File: src/rtl/sum_vector_dispatcher.sv
// sum_vector_dispatcher: buffers {a,b,c,n} job descriptors and calls the
// sum_vector component one job at a time, producing a completion record per job.
// Ports: clock/resetn (sync, active-low); desc_* descriptor push (valid/ready);
// pause gates dispatch; comp_* call (start/busy) and return (done/stall) with
// sum_vector; cpl_* completion record {id, cycles, skipped} (valid/ready);
// fifo_count = descriptors buffered; idle = nothing queued, running or pending.
module sum_vector_dispatcher #(
    parameter int DEPTH     = 4,
    parameter int ID_W      = 8,
    parameter bit SKIP_ZERO = 1'b1
) (
    input  logic                     clock,
    input  logic                     resetn,
    input  logic                     desc_valid,
    output logic                     desc_ready,
    input  logic [63:0]              desc_a,
    input  logic [63:0]              desc_b,
    input  logic [63:0]              desc_c,
    input  logic [31:0]              desc_n,
    input  logic                     pause,
    output logic                     comp_start,
    input  logic                     comp_busy,
    output logic [63:0]              comp_a,
    output logic [63:0]              comp_b,
    output logic [63:0]              comp_c,
    output logic [31:0]              comp_n,
    input  logic                     comp_done,
    output logic                     comp_stall,
    output logic                     cpl_valid,
    input  logic                     cpl_ready,
    output logic [ID_W-1:0]          cpl_id,
    output logic [31:0]              cpl_cycles,
    output logic                     cpl_skipped,
    output logic [$clog2(DEPTH):0]   fifo_count,
    output logic                     idle
);
    localparam int PW = $clog2(DEPTH);
    localparam logic [PW:0] FULL_CNT = (PW + 1)'(DEPTH);

    typedef struct packed {
        logic [63:0] a;
        logic [63:0] b;
        logic [63:0] c;
        logic [31:0] n;
    } desc_t;

    typedef enum logic [1:0] {IDLE, CALL, WAIT, HOLD} state_t;

    desc_t           mem_q [DEPTH];
    desc_t           desc_in, head;
    logic [PW-1:0]   wr_ptr_q, wr_ptr_d, rd_ptr_q, rd_ptr_d;
    logic [PW:0]     count_q, count_d;
    state_t          state_q, state_d;
    desc_t           args_q, args_d;
    logic [ID_W-1:0] next_id_q, next_id_d, job_id_q, job_id_d;
    logic [31:0]     cnt_q, cnt_d, cnt_inc;
    logic            cpl_valid_q, cpl_valid_d;
    logic [ID_W-1:0] cpl_id_q, cpl_id_d;
    logic [31:0]     cpl_cycles_q, cpl_cycles_d;
    logic            cpl_skipped_q, cpl_skipped_d;
    logic            push, pop;

    // No bypass: a full FIFO refuses even when it is popped this cycle.
    assign desc_ready = resetn && (count_q != FULL_CNT);
    assign push       = desc_valid && desc_ready;
    assign desc_in    = {desc_a, desc_b, desc_c, desc_n};
    assign head       = mem_q[rd_ptr_q];

    // Saturating WAIT-cycle counter.
    assign cnt_inc = (cnt_q == '1) ? cnt_q : cnt_q + 32'd1;

    always_comb begin
        state_d       = state_q;
        args_d        = args_q;
        next_id_d     = next_id_q;
        job_id_d      = job_id_q;
        cnt_d         = cnt_q;
        cpl_valid_d   = cpl_valid_q;
        cpl_id_d      = cpl_id_q;
        cpl_cycles_d  = cpl_cycles_q;
        cpl_skipped_d = cpl_skipped_q;
        pop           = 1'b0;
        comp_start    = 1'b0;

        if (cpl_valid_q && cpl_ready) begin
            cpl_valid_d   = 1'b0;
            cpl_id_d      = '0;
            cpl_cycles_d  = '0;
            cpl_skipped_d = 1'b0;
        end

        unique case (state_q)
            IDLE: begin
                if (count_q != '0 && !pause && !cpl_valid_q) begin
                    pop       = 1'b1;
                    args_d    = head;
                    job_id_d  = next_id_q;
                    next_id_d = next_id_q + 1'b1;
                    if (SKIP_ZERO && head.n == 32'd0) begin
                        cpl_valid_d   = 1'b1;
                        cpl_id_d      = next_id_q;
                        cpl_cycles_d  = '0;
                        cpl_skipped_d = 1'b1;
                    end else begin
                        state_d = CALL;
                    end
                end
            end
            CALL: begin
                comp_start = 1'b1;
                if (!comp_busy) begin
                    state_d = WAIT;
                    cnt_d   = '0;
                end
            end
            WAIT: begin
                cnt_d = cnt_inc;
                if (comp_done) begin
                    if (!cpl_valid_q) begin
                        cpl_valid_d   = 1'b1;
                        cpl_id_d      = job_id_q;
                        cpl_cycles_d  = cnt_inc;
                        cpl_skipped_d = 1'b0;
                        state_d       = IDLE;
                    end else begin
                        state_d = HOLD;
                    end
                end
            end
            HOLD: begin
                // Counter already includes the done cycle and stays frozen.
                if (!cpl_valid_q) begin
                    cpl_valid_d   = 1'b1;
                    cpl_id_d      = job_id_q;
                    cpl_cycles_d  = cnt_q;
                    cpl_skipped_d = 1'b0;
                    state_d       = IDLE;
                end
            end
            default: state_d = IDLE;
        endcase

        wr_ptr_d = push ? wr_ptr_q + 1'b1 : wr_ptr_q;
        rd_ptr_d = pop ? rd_ptr_q + 1'b1 : rd_ptr_q;
        unique case ({push, pop})
            2'b10:   count_d = count_q + 1'b1;
            2'b01:   count_d = count_q - 1'b1;
            default: count_d = count_q;
        endcase
    end

    always_ff @(posedge clock) begin
        if (push) mem_q[wr_ptr_q] <= desc_in;
    end

    always_ff @(posedge clock) begin
        if (!resetn) begin
            wr_ptr_q      <= '0;
            rd_ptr_q      <= '0;
            count_q       <= '0;
            state_q       <= IDLE;
            args_q        <= '0;
            next_id_q     <= '0;
            job_id_q      <= '0;
            cnt_q         <= '0;
            cpl_valid_q   <= 1'b0;
            cpl_id_q      <= '0;
            cpl_cycles_q  <= '0;
            cpl_skipped_q <= 1'b0;
        end else begin
            wr_ptr_q      <= wr_ptr_d;
            rd_ptr_q      <= rd_ptr_d;
            count_q       <= count_d;
            state_q       <= state_d;
            args_q        <= args_d;
            next_id_q     <= next_id_d;
            job_id_q      <= job_id_d;
            cnt_q         <= cnt_d;
            cpl_valid_q   <= cpl_valid_d;
            cpl_id_q      <= cpl_id_d;
            cpl_cycles_q  <= cpl_cycles_d;
            cpl_skipped_q <= cpl_skipped_d;
        end
    end

    assign comp_a      = args_q.a;
    assign comp_b      = args_q.b;
    assign comp_c      = args_q.c;
    assign comp_n      = args_q.n;
    assign comp_stall  = cpl_valid_q;
    assign cpl_valid   = cpl_valid_q;
    assign cpl_id      = cpl_id_q;
    assign cpl_cycles  = cpl_cycles_q;
    assign cpl_skipped = cpl_skipped_q;
    assign fifo_count  = count_q;
    assign idle        = (count_q == '0) && (state_q == IDLE) && !cpl_valid_q;

endmodule

File: config.mk
export PLATFORM = sky130hd
export DESIGN_NAME = sum_vector_dispatcher
export DESIGN_NICKNAME = d
export VERILOG_FILES = /design/src/rtl/sum_vector_dispatcher.sv
export SDC_FILE = /design/constraint.sdc
export NUM_CORES = 1
export LEC_CHECK = 0
export CORE_AREA = 8 8 340 342
export CTS_CLUSTER_DIAMETER = 30
export CTS_CLUSTER_SIZE = 16
export DETAILED_ROUTE_END_ITERATION = 12
export DIE_AREA = 0 0 348 350
export PLACE_DENSITY = 0.63
export SYNTH_ARGS = -nofsm -noshare
export SYNTH_HDL_FRONTEND = slang
export SYNTH_SLANG_ARGS = --single-unit
File: constraint.sdc
create_clock -name clock -period 7.2 [get_ports clock]
set_input_delay 1.44 -clock clock [delete_from_list [all_inputs] [get_ports clock]]
set_output_delay 1.44 -clock clock [all_outputs]
set_load 0.03 [all_outputs]
==> run metrics, run 1 <==
synthesized area=0.0460 mm^2; CTS tree=done; vias in the first global route=28919; share of cells above drive strength 1=18.7%; crit path cell chain=clkdlybuf4s50_1, inv_8, a31oi_1, clkdlybuf4s50_1; flops & latches, synth=1221; area of the multi-input gates=0.0117 mm^2; root buf cell=clkbuf_16; Wirelength per Cell=22.9 um; WL met1=48300 um; HPWL after DPL=73200 um; slowest CP cell=clkdlybuf4s50_1; # nets final=3823; gr ovfl total=0; Iteration-0 DRC Markers=2035; Sink Count=1221; hold buffers post-CTS=0; Vias/cell=5.32; Post-synth EDFFs=896; top_reg_cell synth=edfxtp_1; H-Tree Depth=4; most frequent CP cell=clkdlybuf4s50_1; Yosys warnings=0; clk slew on worst S/H paths=0.05 ns; DIE WIDTH=348 um; Syn Inst Count=2994; synth cell count leaders=896 x edfxtp_1, 552 x nand2_1, 325 x dfxtp_1, 306 x a21oi_1, 224 x mux4_2; met2 WL=60900 um; CP Launch Type=input port; syn_nets=3233; Worst-Skew Late Latency=0.81 ns; antenna-violating nets left=0; post-CTS setup buffer count=0; crit path max fanout=78; clk buf depth=3; Routed WL=121000 um; highest routed layer=met5; P&R area growth vs syn=34.0%; RSZ-0062 raised after global routing=false; Chip Height=350 um; Slew @ Worst Pin=1.22 ns; Core Rows=122; Initial Utilization=41.8%; Layout Skew=0.0753 ns; core area=0.110 mm^2; min-delay worst type=flop to flop; Sequential Area=0.0334 mm^2; r2r endpoint=cpl_cycles[27]$_SDFF_PN0_; placed instance area=0.0526 mm^2; timing endpoint of the critical path=desc_ready; Vias=28179; sequential cell area fraction in the yosys report=72.7%; relative slew slack=18.7%; Synth async-reset ratio=0%; initial antenna violation count=20; maximum vdd drop=0.239 mV; Synth top area share=58.5%; maximum capacitance violations=0; PostCTS Resize Cnt=0; status=complete, no violations; max incr delay on CP=0.86 ns; # DRC=0; final critical-path required period=5.06 ns; leakage power total=20.1 nW; Ports=504; area leader, netlist=edfxtp_1; met3 routed WL=9160 um; Synth cell types=63; fmax=198 MHz; final setup violating endpoints=0; CP Capture Type=primary output; final instance area=0.0616 mm^2; pin count of the biggest net entering global routing=152; fill count=8627; CTS buffer count=239; PD cells=418 mW/mm^2; crit path DAT=3.62 ns; reg2reg setup slack=2.82 ns; crit path kind=input port to primary output; Total Routing Usage GR=19.4%; Hold Vio Cnt, Final=0; most frequent cell after synthesis=edfxtp_1; first-pass GRT wire length=181000 um; Crit path required time=5.76 ns; die area=0.122 mm^2; setup TNS=0 ns; Pre-antenna DRT Iters=6; Port Buffer Count=503; Synth area leaders=edfxtp_1 59%, dfxtp_1 14%, mux4_2 11%, nand2_1 4.5%, a21oi_1 3.3%; worst setup path start=resetn; Avg Cell Area, Syn=15.4 um^2; final worst-path cycle share=70.2%; Slew Limit Fails=0; reg2reg path depth=8; placer's final routability congestion estimate=0.898
[area by class of cell]
cell class | count | share of cell area [%]
antenna | 12 | 0.0488
inverter | 22 | 0.158
clock buffer | 272 | 10.2
timing repair buffer | 545 | 8.93
sequential | 1221 | 54.3
tap | 1488 | 3.02
multi-input combinational | 1555 | 19.0
clock inverter | 186 | 4.29
[metrics by stage]
step	utilization, %	hold slack [ns]	setup WS, ns	power [mW]	std cells
after floorplan	-	0.436	1.49	12.0	2994
after global placement	47.8	0.442	2.20	13.9	4831
after detailed placement	47.8	0.445	2.16	14.0	4831
after CTS	55.9	0.452	2.14	26.0	5289
after global routing	55.9	0.464	2.04	26.7	5295
final	55.9	0.451	2.14	25.7	5301
[sequential cells by signal, indices dropped and copies added (netlist names), 32 cells and up, named ones only]
name / cells
comp_a: 64
comp_c: 64
cnt_q: 32
comp_n: 32
mem_q: 896
comp_b: 64
cpl_cycles: 32
[layer usage]
layer,vias up,global-route usage [%]
li1,12707,-
met1,14177,23.9
met2,1057,32.8
met3,224,5.29
met4,14,7.05
met5,-,0
[worst max-delay path, delay by kind of cell]
kind	cells	cell delay, ns
AO/OA/AOI/OAI	1	0.48
buffers and inverters	3	1.66
[worst min-delay path by stage]
stage | startpoint | endpoint | slack [ns] | depth (start not counted)
after floorplan | job_id_q[0]$_SDFFE_PN0P_ | job_id_q[0]$_SDFFE_PN0P_ | 0.44 | 2
after global placement | comp_a[34]$_SDFFE_PN0P_ | comp_a[34]$_SDFFE_PN0P_ | 0.44 | 2
after detailed placement | comp_c[43]$_SDFFE_PN0P_ | comp_c[43]$_SDFFE_PN0P_ | 0.45 | 2
after CTS | comp_c[43]$_SDFFE_PN0P_ | comp_c[43]$_SDFFE_PN0P_ | 0.45 | 2
after global routing | comp_n[13]$_SDFFE_PN0P_ | comp_n[13]$_SDFFE_PN0P_ | 0.46 | 2
final | comp_a[2]$_SDFFE_PN0P_ | comp_a[2]$_SDFFE_PN0P_ | 0.45 | 2
[logic make-up after synthesis]
kind of cell             Yosys count  share of synthesized area, %
flip-flops                      1221                          72.7
AO/OA/AOI/OAI                    507                          6.36
adder cells (fa/ha/maj)            8                         0.234
AND/OR/NAND/NOR                  778                          7.12
multiplexers                     228                          11.1
buffers and inverters            218                          1.89
XOR/XNOR                          34                         0.648
[layout by cell type, fill, tap and decap left out, drive strengths merged, types with 11 or more instances in the layout]
master	synthesis	layout
bufinv	0	50
mux4	224	224
edfxtp	896	896
clkinvlp	0	37
buf	34	42
nor2	77	77
a31oi	13	13
nand2	552	552
diode	0	12
nor4	13	13
dfxtp	325	325
o21a	11	11
a21oi	307	307
o21ai	68	68
inv	21	45
clkinv	1	76
a22oi	11	11
clkbuf	162	272
and3	19	19
o22ai	13	13
xnor2	17	17
nand4	14	14
clkdlybuf4s50	0	503
nand3	34	34
a221oi	15	15
xor2	17	17
nor3	23	23
[power by group]
part           leakage (nW)  internal (mW)  switching [mW]
Clock                  4.26           8.12            3.83
Sequential             10.8           8.23           0.475
Combinational          5.07           2.09            2.99
Total                  20.1           18.4            7.30
(Power assumes the default switching activity.)
==> run 2: changes to the inputs <==
- PLACE_DENSITY: 0.63 -> 0.6
- clock period: 7.2 -> 5 ns (I/O delays scaled with it)
==> run 2 against run 1 <==
Combinational power rose by 45%. First-iteration DRC count about the same. Worst hold slack got worse by 0.0029 ns. Worst setup slack got worse by 1.1 ns. Global-route usage rose by 0.47 points. Critical path type is now flop to flop. Largest power group unchanged.
==> run metrics, run 2 (synthesized netlist as in run 1, its figures left out) <==
status=complete, no violations; CTS tree=done; vias in the first global route=29534 (+2.1%); DIE WIDTH=348 um (unchanged); Pre-antenna DRT Iters=5 (-1); max reg flops=896 (unchanged); setup TNS=0 ns (unchanged); Port Buffer Count=503 (unchanged); P&R area growth vs syn=34.5%; Pint=27.0 mW (+46%); RSZ-0062 raised after global routing=false; CP Capture Type=flop; sequential power share=33.5% (-0.3 points); Ports=504 (unchanged); most frequent cells in the layout=896 x edfxtp_1, 551 x nand2_1, 502 x clkdlybuf4s50_1; PostCTS Resize Cnt=0 (unchanged); Slew @ Worst Pin=1.16 ns (-0.0619 ns); r2r endpoint=cpl_cycles[12]$_SDFF_PN0_; Slew Limit Fails=0 (unchanged); share of cells above drive strength 1=18.7% (+0.079 points); crit path max fanout=33 (-58%); clk buf depth=4 (+1); area of the multi-input gates=0.0117 mm^2 (unchanged); first-pass GRT wire length=186000 um (+2.7%); commonest non-fill, non-tap cell in the layout=edfxtp_1; fmax=254 MHz; Gate power share=19.8% (about the same); Biggest register=mem_q; switching part of the total power=27.7% (-0.65 points); H-Tree Depth=5 (+1); gr ovfl total=0 (unchanged); hold path start=comp_a[51]$_SDFFE_PN0P_; Sink Count=1221 (unchanged); maximum capacitance violations=0 (unchanged); final critical-path required period=3.93 ns; Initial Utilization=41.8% (unchanged); antenna-violating nets left=0 (unchanged); Total Routing Usage GR=19.8% (+0.47 points); PD cells=603 mW/mm^2 (+44%); root buf cell=clkbuf_16; # nets final=3873 (+1.3%); Pwr Total=37.3 mW (+45%); Vias=28190 (+0.039%); clock power share=46.7% (+0.3 points); Wirelength per Cell=23.0 um (+0.45%); # DRC=0 (unchanged); min-delay worst type=flop to flop; pin count of the biggest net entering global routing=126 (-17%); crit path kind=flop to flop; fill count=8602 (-0.29%); placer's final routability congestion estimate=0.870 (-3.2%); Worst Hold Depth=2 (unchanged); clk slew on worst S/H paths=0.05 ns (about the same); die area=0.122 mm^2 (unchanged); post-CTS setup buffer count=0 (unchanged); Crit path required time=5.69 ns (-0.07 ns); final worst-path cycle share=78.7%; relative slew slack=22.6% (+3.8 points); reg2reg setup slack=1.07 ns (-1.75 ns); maximum vdd drop=0.383 mV (+60%); Chip Height=350 um (unchanged); reg2reg path depth=8 (unchanged); final setup violating endpoints=0 (unchanged); net switching power=10.3 mW (+42%); Vias/cell=5.29 (-0.49%); HPWL after DPL=74300 um (+1.5%); CTS buffer count=277 (+16%); Hold Vio Cnt, Final=0 (unchanged); leakage power total=20.3 nW (+1.1%); CP Launch Type=flop; Core Rows=122 (unchanged); hold buffers post-CTS=0 (unchanged); core area=0.110 mm^2 (unchanged); Sequential Area=0.0334 mm^2 (unchanged); Iteration-0 DRC Markers=2037 (+0.098%); crit path DAT=4.62 ns (+1.00 ns); timing endpoint of the critical path=cpl_cycles[12]$_SDFF_PN0_; Worst-Skew Late Latency=0.84 ns (+0.03 ns); Routed WL=123000 um (+0.98%); Layout Skew=0.0597 ns (-0.0156 ns); initial antenna violation count=15 (-25%)
==> run 2: cell types whose count changed in the layout (fill, tap and decap cells not counted), sizes merged, moves of 4 or more <==
cell      before  now
bufinv        50   31
diode         12    8
clkinvlp      37   21
buf           42   55
clkbuf       272  338
clkinv        76   66
==> run 2: per-stage QoR <==
step | utilization (%) | hold slack [ns] | worst slack, ns | cell area (um^2) | std cells
finish | 56.2 | 0.448 | 1.07 | 61800 | 5329
global placement | 47.9 | 0.443 | 1.09 | 52700 | 4843
global route | 56.2 | 0.467 | 0.768 | 61800 | 5324
floorplan | - | 0.436 | -0.268 | 46000 | 2994
detailed placement | 47.9 | 0.445 | 1.03 | 52700 | 4843
CTS | 56.2 | 0.451 | 1.01 | 61800 | 5321
==> run 2: area by class of cell <==
type,instances,area share (%)
inverters,22,0.158
clock inverters,140,2.66
diodes,8,0.0324
well taps,1488,3.01
repair buffers,557,9.14
flip-flops and latches,1221,54.0
clock buffers,338,12.0
multi-input cells,1555,18.9
==> run 2: power groups by stage <==
stage / logic [mW] / clock network [mW] / registers (mW)
2_1_floorplan: 3.64 / 0 / 13.6
3_3_place_gp: 7.46 / 0 / 12.7
3_5_place_dp: 7.49 / 0 / 12.7
4_1_cts: 7.53 / 17.7 / 12.5
5_1_grt: 7.95 / 18.3 / 12.6
6_report: 7.37 / 17.4 / 12.5
==> run 2: per-layer routing <==
metal,wire [um],part of all wire (%),global-route usage (%),vias to the layer above
met4,2610,2.1,6.21,10
li1,-,-,-,12765
met1,49900,41,24.9,14288
met3,8260,6.7,5.47,212
met5,69,0.056,0,-
met2,61700,50,33.5,915
==> run 2: how the worst min path moves through the flow <==
stage | to | slack (ns)
final | comp_a[51]$_SDFFE_PN0P_ | 0.45
after global routing | comp_a[57]$_SDFFE_PN0P_ | 0.47
after CTS | comp_a[51]$_SDFFE_PN0P_ | 0.45
after detailed placement | comp_a[39]$_SDFFE_PN0P_ | 0.45
after global placement | job_id_q[2]$_SDFFE_PN0P_ | 0.44
after floorplan | job_id_q[0]$_SDFFE_PN0P_ | 0.44
==> run 2: worst max-delay path, stage by stage (launching register included) <==
cell and delay (ns):
dfxtp_4 0.77, buf_4 0.38, mux4_2 0.56, nor4_1 0.27, nand4_1 0.37, nor2_2 0.42
a21oi_2 0.33, and2_1 0.40, a22o_1 0.26
==> run 3: changes to the inputs <==
- clock period: 5 -> 3.98 ns (I/O delays scaled with it)
==> run 3 against run 2 <==
Die area did not move. Maximum frequency grew 20%. Critical path depth unchanged. Count of clock-buffer cells in the layout fell by 53. Sequential cell count stayed put. Worst hold slack improved by 0.0019 ns. Highest routed layer unchanged.
==> run metrics, run 3 (synthesized netlist as in run 1, its figures left out) <==
Crit path required time=4.58 ns (-1.11 ns); net switching power=12.9 mW (+25%); Port Buffer Count=503 (unchanged); # nets final=3861 (-0.31%); clock power share=44.0% (-2.7 points); fmax=306 MHz (+20%); Layout Skew=0.0484 ns (-0.0113 ns); max incr delay on CP=0.56 ns (-0.21 ns); Gate power share=21.0% (+1.2 points); Pwr Total=44.7 mW (+20%); PD cells=729 mW/mm^2 (+21%); die area=0.122 mm^2 (unchanged); max reg flops=896 (unchanged); # DRC=0 (unchanged); CP Launch Type=flop; crit path max fanout=18 (-45%); first-pass GRT wire length=184000 um (-0.96%); setup TNS=0 ns (unchanged); crit path kind=flop to flop; final worst-path cycle share=82.1% (+3.4 points); clk buf depth=3 (-1); PostCTS Resize Cnt=0 (unchanged); final instance area=0.0613 mm^2 (-0.84%); Slew Limit Fails=0 (unchanged); H-Tree Depth=4 (-1); Vias=28063 (-0.45%); sequential power share=35.0% (+1.5 points); CTS tree=done; Initial Utilization=41.8% (unchanged); Core Rows=122 (unchanged); P&R area growth vs syn=33.4%; hold buffers post-CTS=0 (unchanged); post-CTS setup buffer count=0 (unchanged); share of cells above drive strength 1=18.7% (-0.046 points); Worst Path Buf+Inv=1 (unchanged); Hold Vio Cnt, Final=0 (unchanged); vias in the first global route=29304 (-0.78%); maximum vdd drop=0.557 mV (+46%); Total Routing Usage GR=19.6% (-0.28 points); Pint=31.8 mW (+18%); root buf cell=clkbuf_16; crit path cell chain=buf_12, mux4_2, nor4_1, nand4_1, nor2_2, nand2_1, a32oi_1, a211oi_1; final setup violating endpoints=0 (unchanged); gr ovfl total=0 (unchanged); Sink Count=1221 (unchanged); Vias/cell=5.26 (-0.58%); most frequent cells in the layout=896 x edfxtp_1, 551 x nand2_1, 501 x clkdlybuf4s50_1; Layout Utilization=55.7% (-0.47 points); pin count of the biggest net entering global routing=164 (+30%); Wirelength per Cell=22.7 um (-1.2%); Pre-antenna DRT Iters=5 (unchanged); initial antenna violation count=16 (+1); placed instance area=0.0531 mm^2 (+0.72%); Iteration-0 DRC Markers=1966 (-3.5%); placer's final routability congestion estimate=0.878 (+0.94%); Ports=504 (unchanged); Chip Height=350 um (unchanged); Slew @ Worst Pin=1.09 ns (-0.0687 ns); CP Capture Type=flop; Worst-Skew Late Latency=0.79 ns (-0.05 ns); status=complete, no violations; Top delay family on crit path=simple AND/OR/NAND/NOR gates; HPWL after DPL=75700 um (+1.9%); commonest non-fill, non-tap cell in the layout=edfxtp_1; crit path DAT=3.87 ns (-0.75 ns); switching part of the total power=28.9% (+1.1 points); clk slew on worst S/H paths=0.05 ns (about the same); CTS buffer count=236 (-15%); RSZ-0062 raised after global routing=false; slowest CP cell=mux4_2; core area=0.110 mm^2 (unchanged); antenna-violating nets left=0 (unchanged); final critical-path required period=3.27 ns (-0.667 ns); maximum capacitance violations=0 (unchanged); worst hold slack=0.450 ns (+0.00190 ns); DIE WIDTH=348 um (unchanged); relative slew slack=27.4% (+4.9 points); Biggest register=mem_q; min-delay worst type=flop to flop; Routed WL=121000 um (-1.1%); leakage power total=20.0 nW (-1.4%)
-- run 3: changes by cell type in the layout (fill, tap and decap cells not counted), moves of 3 or more --
cell / previous run / this run
buf_4: 38 / 55
diode_2: 8 / 11
clkbuf_1: 38 / 31
clkbuf_8: 19 / 13
clkbuf_16: 281 / 241
buf_12: 17 / 30
bufinv_16: 31 / 26
clkinvlp_4: 21 / 29
inv_6: 18 / 14
clkinv_16: 0 / 7
clkinv_2: 35 / 45
inv_8: 5 / 2
clkinv_1: 17 / 30
-- run 3: power by group through the flow --
stage	logic [mW]	clock network, mW	registers (mW)
2_1_floorplan	4.58	0	17.1
3_3_place_gp	9.52	0	15.9
3_5_place_dp	9.56	0	15.9
4_1_cts	9.60	20.0	15.7
5_1_grt	10.1	20.6	15.8
6_report	9.41	19.7	15.6
-- run 3: path summary, 6_finish.rpt --
path	startpoint	endpoint	slack, ns	cells after the start
setup / recovery	flop	cpl_cycles[19]$_SDFF_PN0_	0.71	8
hold / removal	comp_c[20]$_SDFFE_PN0P_	comp_c[20]$_SDFFE_PN0P_	0.45	2
setup reg to reg	flop	cpl_cycles[19]$_SDFF_PN0_	0.71	8
hold reg to reg	comp_c[20]$_SDFFE_PN0P_	comp_c[20]$_SDFFE_PN0P_	0.45	2
-- run 3: cell type report --
| type | instances | area, um^2 |
|---|---|---|
| Antenna cell | 11 | 27.5 |
| Clock buffer | 285 | 6330 |
| Clock inverter | 168 | 1860 |
| Fill cell | 8745 | 48700 |
| Inverter | 22 | 97.6 |
| Multi-Input combinational cell | 1555 | 11700 |
| Sequential cell | 1221 | 33400 |
| Tap cell | 1488 | 1860 |
| Timing Repair Buffer | 586 | 6030 |
-- run 3: worst register-to-register path: stages (launching register included) --
cell and delay [ns]:
dfxtp_4 0.51, buf_12 0.24, mux4_2 0.57, nor4_1 0.41, nand4_1 0.34, nor2_2 0.36, nand2_1 0.29, a32oi_1 0.30
a211oi_1 0.09
-- run 3: per-layer routing --
layer	share of wire, %	track usage [%]	vias up
met1	41	24.4	14144
met4	2.2	6.15	8
met2	50	33.5	960
met3	6.7	5.00	202
met5	0.040	0	-
li1	-	-	12749
-- run 3: per-stage QoR --
step           instances  worst slack (ns)
4_1_cts             5325             0.647
2_1_floorplan       2994             -1.08
3_5_place_dp        4872             0.448
6_report            5336             0.713
5_1_grt             5331             0.445
3_3_place_gp        4872             0.500
